**src/rtl/jt12_eg_state_pkg.sv**
```systemverilog
// Envelope phase encoding shared by the envelope state, rate and attenuation stages.
package jt12_eg_state_pkg;

    localparam int unsigned PHASE_W = 2;

    localparam logic [PHASE_W-1:0] ATTACK  = 2'd0;
    localparam logic [PHASE_W-1:0] DECAY   = 2'd1;
    localparam logic [PHASE_W-1:0] SUSTAIN = 2'd2;
    localparam logic [PHASE_W-1:0] RELEASE = 2'd3;

    // Sustain level 15 maps to the very bottom of the attenuation range.
    function automatic logic [4:0] sustain_threshold(input logic [3:0] sl);
        return (sl == 4'hF) ? 5'h1F : {1'b0, sl};
    endfunction

endpackage

```
**src/rtl/jt12_sh_rst.sv**
```systemverilog
// Circular per-slot context shift register with asynchronous reset to a fixed value.
module jt12_sh_rst #(
    parameter int unsigned width  = 3,
    parameter int unsigned stages = 24,
    parameter logic [width-1:0] rstval = '0
) (
    input  logic             clk,
    input  logic             rst,
    input  logic             cen,
    input  logic [width-1:0] din,
    output logic [width-1:0] drop
);

    logic [width-1:0] bits [stages];

    always_ff @(posedge clk or posedge rst) begin
        if (rst) begin
            for (int i = 0; i < int'(stages); i++) bits[i] <= rstval;
        end else if (cen) begin
            bits[0] <= din;
            for (int i = 1; i < int'(stages); i++) bits[i] <= bits[i-1];
        end
    end

    assign drop = bits[stages-1];

endmodule

```
**src/rtl/jt12_eg_state.sv**
```systemverilog
// Per-slot envelope phase tracker: key-on/off edge detection and phase/base-rate selection.
module jt12_eg_state
    import jt12_eg_state_pkg::*;
#(
    parameter int unsigned num_ch = 6
) (
    input  logic               clk,
    input  logic               rst,
    input  logic               clk_en,
    input  logic               keyon_I,
    input  logic [9:0]         eg_att,
    input  logic [3:0]         sl,
    input  logic [4:0]         arate,
    input  logic [4:0]         rate1,
    input  logic [4:0]         rate2,
    input  logic [3:0]         rrate,
    output logic [PHASE_W-1:0] state,
    output logic [4:0]         base_rate,
    output logic               kon_edge,
    output logic               koff_edge
);

    localparam int unsigned SLOTS = 4 * num_ch;
    localparam int unsigned CTX_W = PHASE_W + 1;

    logic [CTX_W-1:0]   ctx_tail;
    logic [CTX_W-1:0]   ctx_head_c;
    logic [PHASE_W-1:0] phase_cur;
    logic               prev_kon;
    logic [PHASE_W-1:0] phase_nxt_c;
    logic [4:0]         base_rate_c;
    logic               kon_edge_c;
    logic               koff_edge_c;

    assign {phase_cur, prev_kon} = ctx_tail;

    // Key edges override any phase progression; otherwise advance attack/decay.
    always_comb begin
        phase_nxt_c = phase_cur;
        kon_edge_c  = 1'b0;
        koff_edge_c = 1'b0;
        base_rate_c = 5'd0;

        if (keyon_I && !prev_kon) begin
            phase_nxt_c = ATTACK;
            kon_edge_c  = 1'b1;
        end else if (!keyon_I && prev_kon) begin
            phase_nxt_c = RELEASE;
            koff_edge_c = 1'b1;
        end else if (phase_cur == ATTACK && eg_att == 10'd0) begin
            phase_nxt_c = DECAY;
        end else if (phase_cur == DECAY && eg_att[9:5] >= sustain_threshold(sl)) begin
            phase_nxt_c = SUSTAIN;
        end

        case (phase_nxt_c)
            ATTACK:  base_rate_c = arate;
            DECAY:   base_rate_c = rate1;
            SUSTAIN: base_rate_c = rate2;
            default: base_rate_c = {rrate, 1'b1};
        endcase
    end

    assign ctx_head_c = {phase_nxt_c, keyon_I};

    jt12_sh_rst #(
        .width (CTX_W),
        .stages(SLOTS),
        .rstval({RELEASE, 1'b0})
    ) u_ctx (
        .clk (clk),
        .rst (rst),
        .cen (clk_en),
        .din (ctx_head_c),
        .drop(ctx_tail)
    );

    always_ff @(posedge clk or posedge rst) begin
        if (rst) begin
            state     <= RELEASE;
            base_rate <= 5'd0;
            kon_edge  <= 1'b0;
            koff_edge <= 1'b0;
        end else if (clk_en) begin
            state     <= phase_nxt_c;
            base_rate <= base_rate_c;
            kon_edge  <= kon_edge_c;
            koff_edge <= koff_edge_c;
        end
    end

endmodule

```
**config.mk**
```make
export PLATFORM = sky130hd
export DESIGN_NAME = jt12_eg_state
export DESIGN_NICKNAME = d
export VERILOG_FILES = /design/src/rtl/jt12_eg_state_pkg.sv /design/src/rtl/jt12_sh_rst.sv /design/src/rtl/jt12_eg_state.sv
export SDC_FILE = /design/constraint.sdc
export NUM_CORES = 1
export LEC_CHECK = 0
export BUFFER_PORTS_ARGS = -buffer_cell sky130_fd_sc_hd__buf_2
export CORE_UTILIZATION = 55
export DETAILED_ROUTE_END_ITERATION = 8
export PLACE_DENSITY = 0.76
export RECOVER_POWER = 50
export SLEW_MARGIN = 30
export SYNTH_ARGS = -nofsm -noshare
export SYNTH_HDL_FRONTEND = slang
export SYNTH_SLANG_ARGS = --single-unit
export TNS_END_PERCENT = 5
```
**constraint.sdc**
```tcl
create_clock -name clk -period 2.8 [get_ports clk]
set_input_delay 0.42 -clock clk [delete_from_list [all_inputs] [get_ports clk]]
set_output_delay 0.42 -clock clk [all_outputs]
set_load 0.005 [all_outputs]
```
==> flow_metrics.tcl <==
set metrics [dict create \
    status "finished clean" \
    detail-route-antenna-nets 0 \
    fp-row-count 28 \
    synth_top_area_frac 0.365 \
    skew_ns 0.00890 \
    cp-start-kind "primary input" \
    crit_type "in -> reg" \
    yosys_warnings 0 \
    viasPerCell 5.36 \
    required_ns 3.00 \
    ir_drop_v 0.000513 \
    synth.distinct_cells 42 \
    critPathMaxFanout 6 \
    seqPwrFrac 0.538 \
    portBuffers 45 \
    drc 0 \
    worst_setup_path_end_kind "register" \
    yosys-top-cells-area "dfstp_2 (36%), mux2_2 (23%), dfrtp_1 (22%)" \
    path_clk_slew_ns 0.08 \
    setup_ws_ns 0.824 \
    dp.cells 356 \
    max-cap-violations 0 \
    crit_arrival_ns 2.18 \
    cts-resized-gates 0 \
    design.core.area_sq_mm 0.00599 \
    post_cts_buffers 0 \
    antenna_found_initial 0 \
    cts_tree "yes" \
    antenna_cells 0 \
    ioPinCount 46 \
    tightest_slew_ns 1.14 \
    final_cells 372 \
    grt_remaining_overflow 0 \
    final_common_cell "mux2_2" \
    p_int_mw 2.16 \
    p_sw_frac 0.257 \
    syn_to_final_growth_pct 14.1 \
    first_global_vias 1910 \
    tns_ns 0 \
    syn_area_sq_mm 0.00346 \
    layout_common_cells "mux2_2 (72), dfstp_2 (48), buf_2 (44)" \
    finalMaxSlewViolations 0 \
    dr.pass1.iters 4 \
    grtUsageTotal 0.183 \
    power_leakage_nw 1.77 \
    dr.first_iter.drc_count 77 \
    seq_area_frac_synth 0.589 \
    drive_gt1_frac 0.650 \
    wl_per_cell_microns 14.6 \
    syn_nets 287 \
    avgSynthCellArea_sq_um 14.1 \
    fin_total_pwr_mw 2.90 \
    synth-edff-count 0 \
    hpwl_microns 3740 \
    syn_inst 245 \
    hold_viol 0 \
    grt_pass1_wl_microns 8810 \
    wirelength_microns 5440 \
    cts_made_buffers 9 \
    synth_top_area_cell "dfstp_2" \
    fmax_mhz 506 \
    combPwrFrac 0.177 \
    synthFlopType "dfstp_2" \
    power_density_mw_per_mm2 735 \
    clockBufferDepth 2 \
    die_h_microns 81.3 \
    vias 1994 \
    setup_viol 0 \
    clock-sinks 79 \
    min_path_type "in -> async" \
    clockRootBuffer "clkbuf_8" \
    holdBufCountCts 0 \
    p_clk_frac 0.284 \
    die-area_sq_mm 0.00661 \
    place_congestion 0.868 \
    relSlewSlack 0.238 \
    async_flop_share 1.00 \
    die_w_microns 81.3 \
    grt_max_degree 47 \
    initial_core_util 0.577 \
    rsz0062_at_grt "false" \
    layout.nets 334 \
    clk_latency_ns 0.34 \
    period_needed_ns 1.98 \
    cts_max_level 3 \
    p_switching_uw 745 \
    dp_slack_ns 0.475 \
    period_share 0.706 \
    ys_seq_elements 79 \
]
-- kinds of logic after synthesis --
family	count (synthesis)	share of synthesized area
adders and majority gates	6	0.0210
muxes	73	0.237
buffers and inverters	28	0.0333
and+or+nand+nor	23	0.0416
DFF	79	0.589
AOI/OAI and AO/OA	36	0.0781
-- worst paths after layout --
kind	from	end	slack [ns]	cells past startpoint
setup / recovery	sl[3]	base_rate[3]	0.82	9
setup reg to reg	u_ctx.drop[1]	base_rate[0]	0.93	6
max in group asynchronous	rst	u_ctx.bits[31]	1.10	3
hold reg to reg	u_ctx.bits[3]	u_ctx.drop[0]	0.48	2
min in group clk	rate1[2]	base_rate[2]	0.38	3
hold / removal	rst	u_ctx.bits[57]	0.37	2
-- flip-flops by register name, summed over array words and instances (netlist names) --
register,flops
kon_edge,1
state,2
u_ctx.drop,3
koff_edge,1
base_rate,5
u_ctx.bits,67
-- cell type report --
type | instances | area, sq um
inverter | 14 | 52.6
tap | 75 | 93.8
multi-input combinational | 138 | 1310
clock buffer | 11 | 141
clock inverter | 5 | 57.6
timing repair buffer | 50 | 259
sequential | 79 | 2040
fill | 448 | 2040
-- layer usage --
metal | track usage | wire, microns
met1 | 0.242 | 2630
met2 | 0.271 | 2450
met3 | 0.0652 | 315
met4 | 0.0804 | 52
met5 | 0 | 0
-- power by group through the flow --
stage,Clock [mW],Sequential (mW),Combinational (mW)
after floorplan,0,1.54,0.400
after global placement,0,1.57,0.503
after detailed placement,0,1.58,0.520
after CTS,0.854,1.56,0.524
after global routing,0.902,1.60,0.575
final,0.825,1.56,0.515
-- per-stage QoR --
stage                     area (sq um)  hold WS [ns]  utilization
final                             3950         0.367        0.659
after global routing              3950         0.368        0.659
after CTS                         3960         0.167        0.660
after floorplan                   3460         0.449            -
after global placement            3760         0.465        0.627
after detailed placement          3760         0.467        0.627
-- synth_stat cells (all sizes together) (2+ instances only) --
| library cell | n |
|---|---|
| dfrtp | 31 |
| o21ai | 6 |
| clkbuf | 7 |
| and3 | 2 |
| a221oi | 4 |
| inv | 14 |
| o21a | 2 |
| dfstp | 48 |
| o221ai | 4 |
| ha | 5 |
| nor2 | 5 |
| nor2b | 2 |
| nor4 | 3 |
| nand2 | 6 |
| nand3 | 3 |
| mux2 | 72 |
| o211ai | 2 |
| a21oi | 6 |
| o22ai | 4 |
| buf | 7 |
-- critical path, stage by stage --
cell,delay [ns]
buf_2,0.09
nand4_1,0.11
ha_1,0.34
a21o_1,0.21
a21oi_1,0.26
o21ai_2,0.10
a22o_1,0.30
a221oi_1,0.25
o22ai_1,0.11
Note: power is estimated with default switching activity, not from simulation.
